$ cat src/rtl/peridot_dualboot_responder_pkg.sv
// Shared definitions for the dual-boot register responder and its sequencer.
package peridot_dualboot_pkg;

  localparam logic [2:0] ADDR_TRIG   = 3'h0;
  localparam logic [2:0] ADDR_REQ    = 3'h2;
  localparam logic [2:0] ADDR_BUSY   = 3'h3;
  localparam logic [2:0] ADDR_STATUS = 3'h4;

  localparam int MSM_CS_LSB = 13;
  localparam int MSM_CS_MSB = 16;

  localparam int CNT_W = 16;

  typedef enum logic [1:0] {
    IDLE        = 2'd0,
    BUSY        = 2'd1,
    RECONF_WAIT = 2'd2,
    HALT        = 2'd3
  } state_t;

  // Initiator-side image decode: bit15 differing from bit13 selects image1.
  function automatic logic status_is_image1(input logic [31:0] status);
    return status[15] ^ status[13];
  endfunction

endpackage

$ cat src/rtl/peridot_dualboot_responder_if.sv
// Avalon-MM register bus between the remote-update sequencer and the responder.
interface peridot_dualboot_responder_if;

  logic [2:0]  avmm_address;
  logic        avmm_write;
  logic [31:0] avmm_writedata;
  logic        avmm_read;
  logic [31:0] avmm_readdata;

  modport master (
    output avmm_address,
    output avmm_write,
    output avmm_writedata,
    output avmm_read,
    input  avmm_readdata
  );

  modport slave (
    input  avmm_address,
    input  avmm_write,
    input  avmm_writedata,
    input  avmm_read,
    output avmm_readdata
  );

endinterface

$ cat src/rtl/peridot_dualboot_responder.sv
// Dual-boot configuration block stand-in: status-read busy timing, msm_cs
// capture and delayed reconfiguration request.
//
// state       | meaning
// ------------+--------------------------------------------------------
// IDLE        | accepts status-capture and reconfig-trigger writes
// BUSY        | status read in progress, counting down CONFIG_CYCLE
// RECONF_WAIT | reconfig triggered, counting down RESET_TIMER_CYCLE
// HALT        | reconfig_req held high until reset or nreset low
module peridot_dualboot_responder
  import peridot_dualboot_pkg::*;
#(
  parameter int unsigned CONFIG_CYCLE      = 28,
  parameter int unsigned RESET_TIMER_CYCLE = 40
) (
  input  logic                               clock_sig,
  input  logic                               reset_sig,
  input  logic                               nreset,
  peridot_dualboot_responder_if.slave        avmm,
  input  logic [3:0]                         cfg_msm_cs,
  output logic                               busy,
  output logic                               reconfig_req
);

  localparam logic [CNT_W-1:0] CONFIG_LOAD = CNT_W'(CONFIG_CYCLE - 1);
  localparam logic [CNT_W-1:0] RESET_LOAD  = CNT_W'(RESET_TIMER_CYCLE - 1);

  state_t            state_q, state_d;
  logic [CNT_W-1:0]  counter_q, counter_d;
  logic [3:0]        status_q, status_d;
  logic              busy_q, busy_d;
  logic              reconf_q, reconf_d;
  logic [31:0]       rdata_q, rdata_d;

  logic [31:0]       status_word;
  logic              wr_req, wr_trig;
  logic              wdata_unused;

  assign wdata_unused = ^avmm.avmm_writedata[31:1];

  assign wr_req  = avmm.avmm_write && (avmm.avmm_address == ADDR_REQ)  && avmm.avmm_writedata[0];
  assign wr_trig = avmm.avmm_write && (avmm.avmm_address == ADDR_TRIG) && avmm.avmm_writedata[0];

  // Place the captured msm_cs into its field; every other status bit is zero.
  always_comb begin
    status_word = '0;
    status_word[MSM_CS_MSB:MSM_CS_LSB] = status_q;
  end

  // Next-state, down-counter, capture and read-data selection.
  always_comb begin
    state_d   = state_q;
    counter_d = counter_q;
    status_d  = status_q;
    busy_d    = busy_q;
    reconf_d  = reconf_q;
    rdata_d   = rdata_q;

    // Reads observe pre-edge state, so a same-cycle write is not yet visible.
    if (avmm.avmm_read) begin
      unique case (avmm.avmm_address)
        ADDR_BUSY:   rdata_d = {31'b0, busy_q};
        ADDR_STATUS: rdata_d = status_word;
        default:     rdata_d = '0;
      endcase
    end

    unique case (state_q)
      IDLE: begin
        if (wr_req) begin
          counter_d = CONFIG_LOAD;
          busy_d    = 1'b1;
          state_d   = BUSY;
        end else if (wr_trig) begin
          counter_d = RESET_LOAD;
          state_d   = RECONF_WAIT;
        end
      end
      BUSY: begin
        if (counter_q == '0) begin
          status_d = cfg_msm_cs;
          busy_d   = 1'b0;
          state_d  = IDLE;
        end else begin
          counter_d = counter_q - 1'b1;
        end
      end
      RECONF_WAIT: begin
        if (counter_q == '0) begin
          reconf_d = 1'b1;
          state_d  = HALT;
        end else begin
          counter_d = counter_q - 1'b1;
        end
      end
      HALT: begin
        reconf_d = 1'b1;
      end
      default: begin
        state_d = IDLE;
      end
    endcase

    // Initiator-driven interface disable wins over any in-flight sequence.
    if (!nreset) begin
      state_d   = IDLE;
      counter_d = '0;
      status_d  = '0;
      busy_d    = 1'b0;
      reconf_d  = 1'b0;
      rdata_d   = '0;
    end
  end

  // State and datapath registers with asynchronous reset.
  always_ff @(posedge clock_sig or posedge reset_sig) begin
    if (reset_sig) begin
      state_q   <= IDLE;
      counter_q <= '0;
      status_q  <= '0;
      busy_q    <= 1'b0;
      reconf_q  <= 1'b0;
      rdata_q   <= '0;
    end else begin
      state_q   <= state_d;
      counter_q <= counter_d;
      status_q  <= status_d;
      busy_q    <= busy_d;
      reconf_q  <= reconf_d;
      rdata_q   <= rdata_d;
    end
  end

  assign avmm.avmm_readdata = rdata_q;
  assign busy               = busy_q;
  assign reconfig_req       = reconf_q;

endmodule

$ cat src/flat_wrapper.sv
// flat-port wrapper written by rule: the top's interface ports become plain ports
module peridot_dualboot_responder_flat import peridot_dualboot_pkg::*;
#(
  parameter int unsigned CONFIG_CYCLE      = 28,
  parameter int unsigned RESET_TIMER_CYCLE = 40
)
  (clock_sig, reset_sig, nreset, cfg_msm_cs, busy, reconfig_req, avmm_avmm_address, avmm_avmm_write, avmm_avmm_writedata, avmm_avmm_read, avmm_avmm_readdata);
  peridot_dualboot_responder_if avmm_i ();
  input  logic clock_sig;
  input  logic reset_sig;
  input  logic nreset;
  input  logic [3:0] cfg_msm_cs;
  output logic busy;
  output logic reconfig_req;
  input wire logic [$bits(avmm_i.avmm_address)-1:0] avmm_avmm_address;
  input wire logic [$bits(avmm_i.avmm_write)-1:0] avmm_avmm_write;
  input wire logic [$bits(avmm_i.avmm_writedata)-1:0] avmm_avmm_writedata;
  input wire logic [$bits(avmm_i.avmm_read)-1:0] avmm_avmm_read;
  output wire logic [$bits(avmm_i.avmm_readdata)-1:0] avmm_avmm_readdata;
  assign avmm_i.avmm_address = avmm_avmm_address;
  assign avmm_i.avmm_write = avmm_avmm_write;
  assign avmm_i.avmm_writedata = avmm_avmm_writedata;
  assign avmm_i.avmm_read = avmm_avmm_read;
  assign avmm_avmm_readdata = avmm_i.avmm_readdata;
  peridot_dualboot_responder #(.CONFIG_CYCLE(CONFIG_CYCLE), .RESET_TIMER_CYCLE(RESET_TIMER_CYCLE)) u_core (.clock_sig(clock_sig), .reset_sig(reset_sig), .nreset(nreset), .avmm(avmm_i), .cfg_msm_cs(cfg_msm_cs), .busy(busy), .reconfig_req(reconfig_req));
endmodule
$ cat config.mk
export PLATFORM = sky130hd
export DESIGN_NAME = peridot_dualboot_responder_flat
export DESIGN_NICKNAME = d
export VERILOG_FILES = /design/src/rtl/peridot_dualboot_responder_pkg.sv /design/src/rtl/peridot_dualboot_responder_if.sv /design/src/rtl/peridot_dualboot_responder.sv /design/src/flat_wrapper.sv
export SDC_FILE = /design/constraint.sdc
export NUM_CORES = 1
export LEC_CHECK = 0
export BUFFER_PORTS_ARGS = -buffer_cell sky130_fd_sc_hd__buf_2
export CAP_MARGIN = 10
export CORE_MARGIN = 1.5
export CORE_UTILIZATION = 48
export CTS_CLUSTER_SIZE = 10
export DETAILED_ROUTE_END_ITERATION = 7
export PLACE_DENSITY = 0.78
export SLEW_MARGIN = 20
export SYNTH_ARGS = -nofsm -noshare
export SYNTH_HDL_FRONTEND = slang
export SYNTH_SLANG_ARGS = --single-unit
$ cat constraint.sdc
create_clock -name clock_sig -period 2.4 [get_ports clock_sig]
set_clock_uncertainty 0.05 [all_clocks]
set_input_delay 0.12 -clock clock_sig [delete_from_list [all_inputs] [get_ports clock_sig]]
set_output_delay 0.12 -clock clock_sig [all_outputs]
set_load 0.02 [all_outputs]
==> flow_metrics.py, run 1 <==
metrics = {
    "global_routing": {
        "grt_pass1_vias": 1399,
        "grt_pass1_wl_um": 6330,
        "grtUsageTotal": 0.189,
        "grt-ovfl-total": 0,
        "antenna_found_initial": 0,
        "grt_max_degree": 30,
        "grt_use_met1": 0.254,
        "met2_usage": 0.304,
        "grt-busiest-layer": "met2",
        "use_met3": 0.0205,
    },
    "clocking": {
        "htreeDepth": 2,
        "clockBufferDepth": 2,
        "numCtsBuffers": 5,
        "cts.sinks": 29,
        "cts_tree": "yes",
        "root_buffer": "clkbuf_8",
        "clk_pin_slew_ps": 60,
        "clkLatencyLatePin_ps": 280,
    },
    "yosys": {
        "synthCells": 200,
        "yosys_most_used_dff": "dfrtp_1",
        "ys_ff_latch": 29,
        "async_flop_share": 1.00,
        "synth.yosys.warnings": 0,
        "synth_edf_count": 0,
        "yosysSeqAreaShare": 0.390,
        "yosysUniqueCellTypes": 51,
        "avgSynthCellArea_um2": 9.30,
        "syn_area_um2": 1860,
    },
    "critical_path": {
        "crit_required_ps": 2550,
        "critPathKind": "flop to flop",
        "start_kind": "flop",
        "end_kind": "flop",
        "critPathMaxFanout": 7,
        "arrival_ps": 2450,
    },
    "sta": {
        "finalSetupViolations": 0,
        "min_period_ps": 2300,
        "fmax_mhz": 434,
        "final_max_slew_viol_count": 0,
        "rsz0062_at_grt": "false",
        "hold_viol_final": 0,
        "fin_crit_sh": 0.959,
        "setup_tns_ps": 0,
    },
    "final_layout": {
        "area_growth_pct": 11.5,
        "final_layout_size_suffix_gt1_frac": 0.207,
        "final_nets": 280,
        "diodes": 0,
        "design_area_um2": 2070,
    },
    "route": {
        "drc": 0,
        "num_vias": 1515,
        "drt-pass1-iter-count": 4,
        "ant_nets": 0,
        "drt-wirelength-per-cell_um": 13.0,
        "drt_iter0_markers": 78,
        "vias_per_cell": 5.41,
        "routed_wl_um": 3650,
    },
    "run": {
        "cap_violations": 0,
    },
    "die": {
        "die_x_um": 65.3,
        "io_pins": 78,
        "die_area_um2": 4260,
        "die_h_um": 65.3,
        "start_util": 0.504,
        "row_count": 22,
        "coreArea_um2": 3690,
    },
    "pwr": {
        "leakagePower_nw": 1.02,
        "powerDensity_nw_per_um2": 1160,
        "irDropWorstVdd_v": 0.000424,
    },
    "outcome": {
        "status": "completed",
    },
    "placed_design": {
        "gp_congestion": 0.850,
        "dp_hpwl_um": 2590,
        "io_buffers": 19,
        "post_dp_cell_area_um2": 1950,
    },
    "hold_path": {
        "hold_path_class": "input port to flop",
    },
}
per-layer routing:
metal,wire length (µm),share of wire
met1,1620,0.45
met2,1800,0.49
met3,140,0.038
met4,80,0.022
met5,0,0
cells by family after synthesis:
| logic type | share of synthesized area |
|---|---|
| AO/OA/AOI/OAI | 0.191 |
| XOR/XNOR | 0.00471 |
| adder cells (fa/ha/maj) | 0.0336 |
| buffers and inverters | 0.133 |
| flip-flops | 0.390 |
| multiplexers | 0.0330 |
| other | 0.00202 |
| AND/OR/NAND/NOR | 0.213 |
final cells by class:
cell class / count / area [µm²]
tap: 48 / 60.1
fill: 335 / 1610
timing repair buffer: 29 / 173
clock buffer: 6 / 72.6
clock inverter: 2 / 10.0
sequential: 29 / 726
inverter: 8 / 30.0
multi-input combinational: 158 / 1000
state kept, by name, summed over array words and instances, names as in the netlist:
register	flops
u_core.reconfig_req	1
u_core.avmm.avmm_readdata	5
u_core.busy	1
u_core.counter_q	16
u_core.state_q	2
u_core.status_q	4
per-stage QoR:
step           setup WS, ps  hold WS (ps)  instances  total power [mW]   util
2_1_floorplan           268           148        226              1.68      -
3_3_place_gp            130           158        269              1.93  0.528
3_5_place_dp           72.6           160        269              1.96  0.528
4_1_cts                33.6          45.4        278              2.36  0.553
5_1_grt                5.98          65.2        280              2.64  0.562
6_report               97.3          51.2        280              2.41  0.562
report_power, final:
part	total, mW	internal [mW]	switching (mW)
Combinational	1.22	0.509	0.709
Sequential	0.810	0.636	0.174
Clock	0.381	0.200	0.180
Total	2.41	1.35	1.06
placed cells by master (no fill, tap or decap), drive strengths merged, types with 6 or more instances in the layout:
cell     n
o21ai   16
nor2b    6
or3      6
a21oi    7
nor2     8
buf     28
conb    27
dfrtp   29
clkbuf   6
nor4     6
inv      8
or4      6
nand2   16
final timing paths:
kind	start	endpoint	slack [ps]	cells past startpoint
max	u_core.counter_q[1]	u_core.counter_q[10]	100	7
min	cfg_msm_cs[1]	u_core.status_q[1]	50	3
max reg2reg	u_core.counter_q[1]	u_core.counter_q[10]	100	7
min reg2reg	u_core.reconfig_req	u_core.reconfig_req	440	1
max in group asynchronous	reset_sig	u_core.counter_q[5]	1630	4
min in group asynchronous	reset_sig	u_core.counter_q[14]	400	4
cells in the mapped netlist (2+ instances only):
library cell	n	area, µm²
a211oi_1	2	15.0
dfrtp_1	29	726
nand3b_1	2	15.0
a22o_1	5	43.8
o211ai_1	2	15.0
inv_1	8	30.0
buf_4	27	203
or3_1	6	37.5
nor2b_1	6	37.5
or4_1	5	37.5
o21ai_0	15	75.1
nor4_1	6	37.5
nor2_1	7	26.3
and4_1	2	17.5
nand2b_1	3	18.8
nand2_1	16	60.1
o31ai_1	2	15.0
a21oi_1	7	35.0
nor3_1	3	15.0
mux2i_1	5	50.1
and2_1	2	12.5
clkbuf_1	4	15.0
ha_1	5	62.6
o41ai_1	2	17.5
or2_2	2	12.5
nand3_1	2	10.0
worst max-delay path, cell delays in order (launching register included):
cell and delay, ps:
dfrtp_1 410, inv_1 70, ha_2 190, or3b_4 400, or2_1 270, a211o_4 350
or3_1 310, a21oi_1 170
repair_timing:
item,CTS,global route
setup endpoints to repair,0,7
buffers inserted,0,2
hold buffers,1,0
resized for setup,0,3
hold endpoints to repair,29,0
No activity file was read; power rests on OpenSTA's default activity.
==> run 2, diff against run 1 <==
Settings changed: ABC_AREA set to 1, CORE_UTILIZATION 48 to 49.
==> run 2 against run 1 <==
Effect of this change: sequential power fell by 6.9%; critical path depth rose by 1; clock power rose by 1%; count of clock-buffer cells in the layout did not move; cell area rose by 5.2%; flip-flop and latch count did not move; synthesized cell count rose by 49%; combinational power rose by 16%; worst setup slack improved by 390 ps; core utilization fell by 2.0 points; routed wire length rose by 7.6%.
==> flow_metrics.py, run 2 <==
metrics = {
    "die": {
        "row_count": 23,
        "coreArea_um2": 4030,
        "io_pins": 78,
        "die_area_um2": 4620,
        "die_h_um": 68.0,
        "start_util": 0.514,
        "die_x_um": 68.0,
    },
    "final_layout": {
        "final_common_cell": "nand2_1",
        "layout_common_cells": "nand2_1 (86), inv_1 (40), dfrtp_1 (29)",
        "largest_reg_flops": 16,
        "final_nets": 368,
        "multiInputGateArea_um2": 1030,
        "registers.top_by_ff_count": "u_core.counter_q",
        "nFillCells": 403,
        "final_layout_size_suffix_gt1_frac": 0.125,
        "area_growth_pct": 5.50,
        "regArea_um2": 726,
        "diodes": 0,
    },
    "yosys": {
        "yosysSeqAreaShare": 0.351,
        "synthCells": 298,
        "yosysUniqueCellTypes": 26,
        "syn_area_um2": 2070,
        "synth_most_common_cell": "nand2_1",
        "yosys.area.top_type": "dfrtp_1",
        "synth.yosys.warnings": 0,
        "synth_top_area_frac": 0.351,
        "ys_ff_latch": 29,
        "avgSynthCellArea_um2": 6.94,
        "async_flop_share": 1.00,
        "yosys-top-cells-area": "dfrtp_1 (35%), nand2_1 (16%), buf_4 (10%)",
        "ys_top_cells_by_count": "nand2_1 (86), inv_1 (40), dfrtp_1 (29), buf_4 (28)",
        "synth_edf_count": 0,
        "yosys_most_used_dff": "dfrtp_1",
    },
    "critical_path": {
        "crit_required_ps": 2510,
        "start_kind": "flop",
        "cp_top_family": "simple AND/OR/NAND/NOR gates",
        "startpoint": "u_core.counter_q[0]",
        "arrival_ps": 2020,
        "critPathSlowestCell": "dfrtp_1",
        "r2r_start": "u_core.counter_q[0]",
        "critPathMaxFanout": 16,
        "critPathKind": "flop to flop",
        "crit_buf_inv": 2,
        "critPathMaxStageDelay_ps": 400,
        "end_kind": "flop",
        "crit_chain": "inv_1, ha_1, nand3_4, nor2_4, nand3_1, nand3_2, buf_4, o21ai_0",
    },
    "route": {
        "num_vias": 1743,
        "vias_per_cell": 4.71,
        "drt-wirelength-per-cell_um": 10.6,
        "drt-pass1-iter-count": 4,
        "ant_nets": 0,
        "drc": 0,
        "drt_iter0_markers": 96,
        "routed_wl_um": 3930,
    },
    "global_routing": {
        "grt-ovfl-total": 0,
        "grt_pass1_vias": 1568,
        "grt_pass1_wl_um": 6940,
        "grt_max_degree": 30,
        "antenna_found_initial": 0,
        "grtUsageTotal": 0.200,
    },
    "sta": {
        "min_period_ps": 1910,
        "rsz0062_at_grt": "false",
        "finalSetupViolations": 0,
        "final_max_slew_viol_count": 0,
        "hold_viol_final": 0,
        "fin_crit_sh": 0.796,
        "setup_tns_ps": 0,
        "whs_ps": 42.7,
        "fmax_mhz": 523,
    },
    "clocking": {
        "cts.sinks": 29,
        "clockBufferDepth": 2,
        "clk_pin_slew_ps": 60,
        "ctsResizeCount": 0,
        "cts_tree": "yes",
        "clkLatencyLatePin_ps": 280,
        "htreeDepth": 2,
        "numCtsBuffers": 5,
        "root_buffer": "clkbuf_8",
    },
    "outcome": {
        "status": "completed",
    },
    "placed_design": {
        "gp_congestion": 0.929,
        "io_buffers": 19,
        "dp_hpwl_um": 2900,
    },
    "run": {
        "cap_violations": 0,
    },
    "pwr": {
        "powerDensity_nw_per_um2": 1170,
        "irDropWorstVdd_v": 0.000589,
        "leakagePower_nw": 1.18,
    },
    "hold_path": {
        "hold_path_class": "input port to flop",
        "hp-start": "cfg_msm_cs[3]",
    },
}
## run 2: cell type report
cell class,count,area share
Inverter,41,0.0705
Tap cell,50,0.0287
Clock inverter,2,0.00458
Sequential cell,29,0.332
Clock buffer,6,0.0332
Timing Repair Buffer,23,0.0585
Multi-Input combinational cell,219,0.472
## run 2: logic make-up (layout without fill, tap and decap cells)
logic type,Yosys count,after routing,synth area share
AO/OA/AOI/OAI,35,35,0.0931
XOR/XNOR,1,1,0.00423
adder cells (fa/ha/maj),5,5,0.0302
buffers and inverters,76,72,0.198
flip-flops,29,29,0.351
other,1,27,0.00181
AND/OR/NAND/NOR,151,151,0.322
## run 2: routing by layer
layer	share of wire	track usage	up-vias
met5	0	0	-
met4	0.016	0.0850	0
met3	0.045	0.0576	6
met2	0.47	0.318	41
met1	0.47	0.252	767
li1	-	-	929
## run 2: repair_timing
item,in CTS,in global routing
endpoints found under the hold margin,29,0
hold buffers,1,0
buffers inserted,0,0
## run 2: tightest hold or removal path: cells and delay by family
kind	cells	cell delay, ps
compound gates	1	70
buf+inv	1	100
simple gates	1	50
## run 2: worst paths after layout
| path | to | slack (ps) | depth (start not counted) |
|---|---|---|---|
| worst max register to register | u_core.counter_q[5] | 490 | 8 |
| worst max-delay path | u_core.counter_q[5] | 490 | 8 |
| worst min register to register | u_core.status_q[1] | 440 | 2 |
| min in group asynchronous | u_core.status_q[0] | 400 | 4 |
| max in group asynchronous | u_core.counter_q[11] | 1620 | 4 |
| worst min-delay path | u_core.status_q[3] | 40 | 3 |
## run 2: stage by stage
step / total power [mW] / utilization / instance area, µm² / cells / setup slack [ps]
4_1_cts: 2.57 / 0.542 / 2180 / 370 / 479
2_1_floorplan: 1.96 / - / 2170 / 324 / 757
6_report: 2.56 / 0.542 / 2180 / 370 / 490
3_5_place_dp: 2.17 / 0.519 / 2090 / 361 / 486
3_3_place_gp: 2.13 / 0.519 / 2090 / 361 / 520
5_1_grt: 2.84 / 0.542 / 2180 / 370 / 250
## run 2: power by group
group | internal [mW] | switching [mW] | leakage [nW]
combinational | 0.466 | 0.949 | 0.745
sequential | 0.618 | 0.136 | 0.389
clock | 0.200 | 0.185 | 0.0450
==> run 3, diff against run 2 <==
Settings changed: ABC_AREA 1 to 0, CORE_UTILIZATION 49 to 43, PLACE_DENSITY 0.78 to 0.74.
Clock period 2.4 ns to 1.68 ns, I/O delays scaled along.
==> run 3 against run 2 <==
Effect of this change: the flow now finishes with violations (negative setup slack); sequential power grew 49%; via count grew 9.5%; first-iteration DRC count grew 75%; critical path type unchanged; highest routed layer unchanged.
==> flow_metrics.py, run 3 (synthesis results as in run 1) <==
metrics = {
    "clocking": {
        "cts_tree": "yes",
        "clk_pin_slew_ps": 60,
        "numCtsBuffers": 5,
        "clkLatencyLatePin_ps": 280,
        "clockBufferDepth": 2,
        "root_buffer": "clkbuf_8",
        "htreeDepth": 2,
        "cts.sinks": 29,
    },
    "route": {
        "drc": 0,
        "drt-pass1-iter-count": 4,
        "drt_iter0_markers": 168,
        "routed_wl_um": 5910,
        "vias_per_cell": 5.64,
        "drt-wirelength-per-cell_um": 17.5,
        "num_vias": 1908,
        "ant_nets": 0,
    },
    "final_layout": {
        "multiInputGateArea_um2": 1260,
        "diodes": 0,
        "final_nets": 336,
        "final_cells": 338,
        "registers.top_by_ff_count": "u_core.counter_q",
        "largest_reg_flops": 16,
        "area_growth_pct": 50.6,
        "final_common_cell": "buf_4",
        "regArea_um2": 726,
        "final_util": 0.686,
        "final_layout_size_suffix_gt1_frac": 0.472,
        "design_area_um2": 2800,
        "nFillCells": 284,
        "layout_common_cells": "buf_4 (56), dfrtp_1 (29), conb_1 (27)",
    },
    "outcome": {
        "status": "finished with violations",
        "violations": "negative setup slack",
    },
    "die": {
        "start_util": 0.455,
        "row_count": 23,
        "die_x_um": 68.8,
        "die_h_um": 68.8,
        "coreArea_um2": 4090,
        "io_pins": 78,
        "die_area_um2": 4730,
    },
    "placed_design": {
        "post_dp_cell_area_um2": 2360,
        "dp_cells": 319,
        "gp_congestion": 0.843,
        "io_buffers": 19,
        "dp_hpwl_um": 3310,
    },
    "sta": {
        "finalWorstSetupSlack_ps": -516,
        "min_period_ps": 2200,
        "fin_crit_sh": 1.31,
        "hold_viol_final": 0,
        "final_max_slew_viol_count": 0,
        "finalSetupViolations": 24,
        "fmax_mhz": 455,
        "tightest_slew_ps": 552,
        "whs_ps": 17.8,
        "slew_headroom": 0.629,
        "rsz0062_at_grt": "true",
    },
    "pwr": {
        "irDropWorstVdd_v": 0.000898,
        "powerDensity_nw_per_um2": 1980,
        "total_power_mw": 5.56,
        "leakagePower_nw": 1.38,
    },
    "hold_path": {
        "hold_path_class": "input port to flop",
    },
    "global_routing": {
        "grt-ovfl-total": 0,
        "grtUsageTotal": 0.244,
        "grt_pass1_wl_um": 8430,
        "grt_pass1_vias": 1786,
        "grt_max_degree": 16,
        "antenna_found_initial": 0,
    },
    "critical_path": {
        "end_kind": "flop",
        "start_kind": "flop",
        "arrival_ps": 2350,
        "critPathMaxFanout": 7,
        "critPathKind": "flop to flop",
        "crit_required_ps": 1840,
    },
    "run": {
        "cap_violations": 0,
    },
}
==> run 3: per-stage QoR <==
step | TNS (ps) | setup slack, ps
after floorplan | -2470 | -387
after global placement | -4990 | -417
after detailed placement | -5950 | -480
after CTS | -7540 | -452
after global routing | -10380 | -591
final | -8910 | -516
==> run 3: timing repair <==
action	4_1_cts	5_1_grt
setup endpoints to repair	24	24
pin swaps	16	18
buffers inserted	11	2
hold buffers	1	0
resized for setup	31	24
hold endpoints to repair	29	0
==> run 3: power breakdown <==
group | internal, mW | switching, mW
sequential | 0.910 | 0.209
combinational | 1.81 | 2.00
clock | 0.369 | 0.264
total | 3.08 | 2.47
==> run 3: critical path, stage by stage, from the launching register on <==
cell and delay, ps:
dfrtp_1 380, inv_2 60, ha_4 170, buf_4 130, buf_6 110, nor3b_4 150
and4_4 210, a211o_4 360, or3_4 340, a21oi_2 160
==> run 3: final timing paths <==
check / to / slack (ps) / cells past startpoint / start
worst max-delay path: u_core.counter_q[14] / -520 / 9 / u_core.counter_q[1]
worst min-delay path: u_core.status_q[3] / 20 / 3 / cfg_msm_cs[3]
worst max register to register: u_core.counter_q[14] / -520 / 9 / u_core.counter_q[1]
worst min register to register: u_core.reconfig_req / 440 / 1 / u_core.reconfig_req
max in group asynchronous: u_core.status_q[3] / 1080 / 4 / reset_sig
min in group asynchronous: u_core.counter_q[13] / 310 / 4 / reset_sig
==> run 3: layout make-up <==
type	instances	area share
clock inverters	1	0.00179
multi-input cells	158	0.448
inverters	8	0.0107
repair buffers	85	0.224
clock buffers	7	0.0344
well taps	50	0.0223
flip-flops and latches	29	0.259
==> run 3: per-layer routing <==
| layer | share of wire | track usage |
|---|---|---|
| met3 | 0.048 | 0.0471 |
| met4 | 0.038 | 0.125 |
| met2 | 0.49 | 0.413 |
| met1 | 0.42 | 0.292 |
| met5 | 0 | 0 |
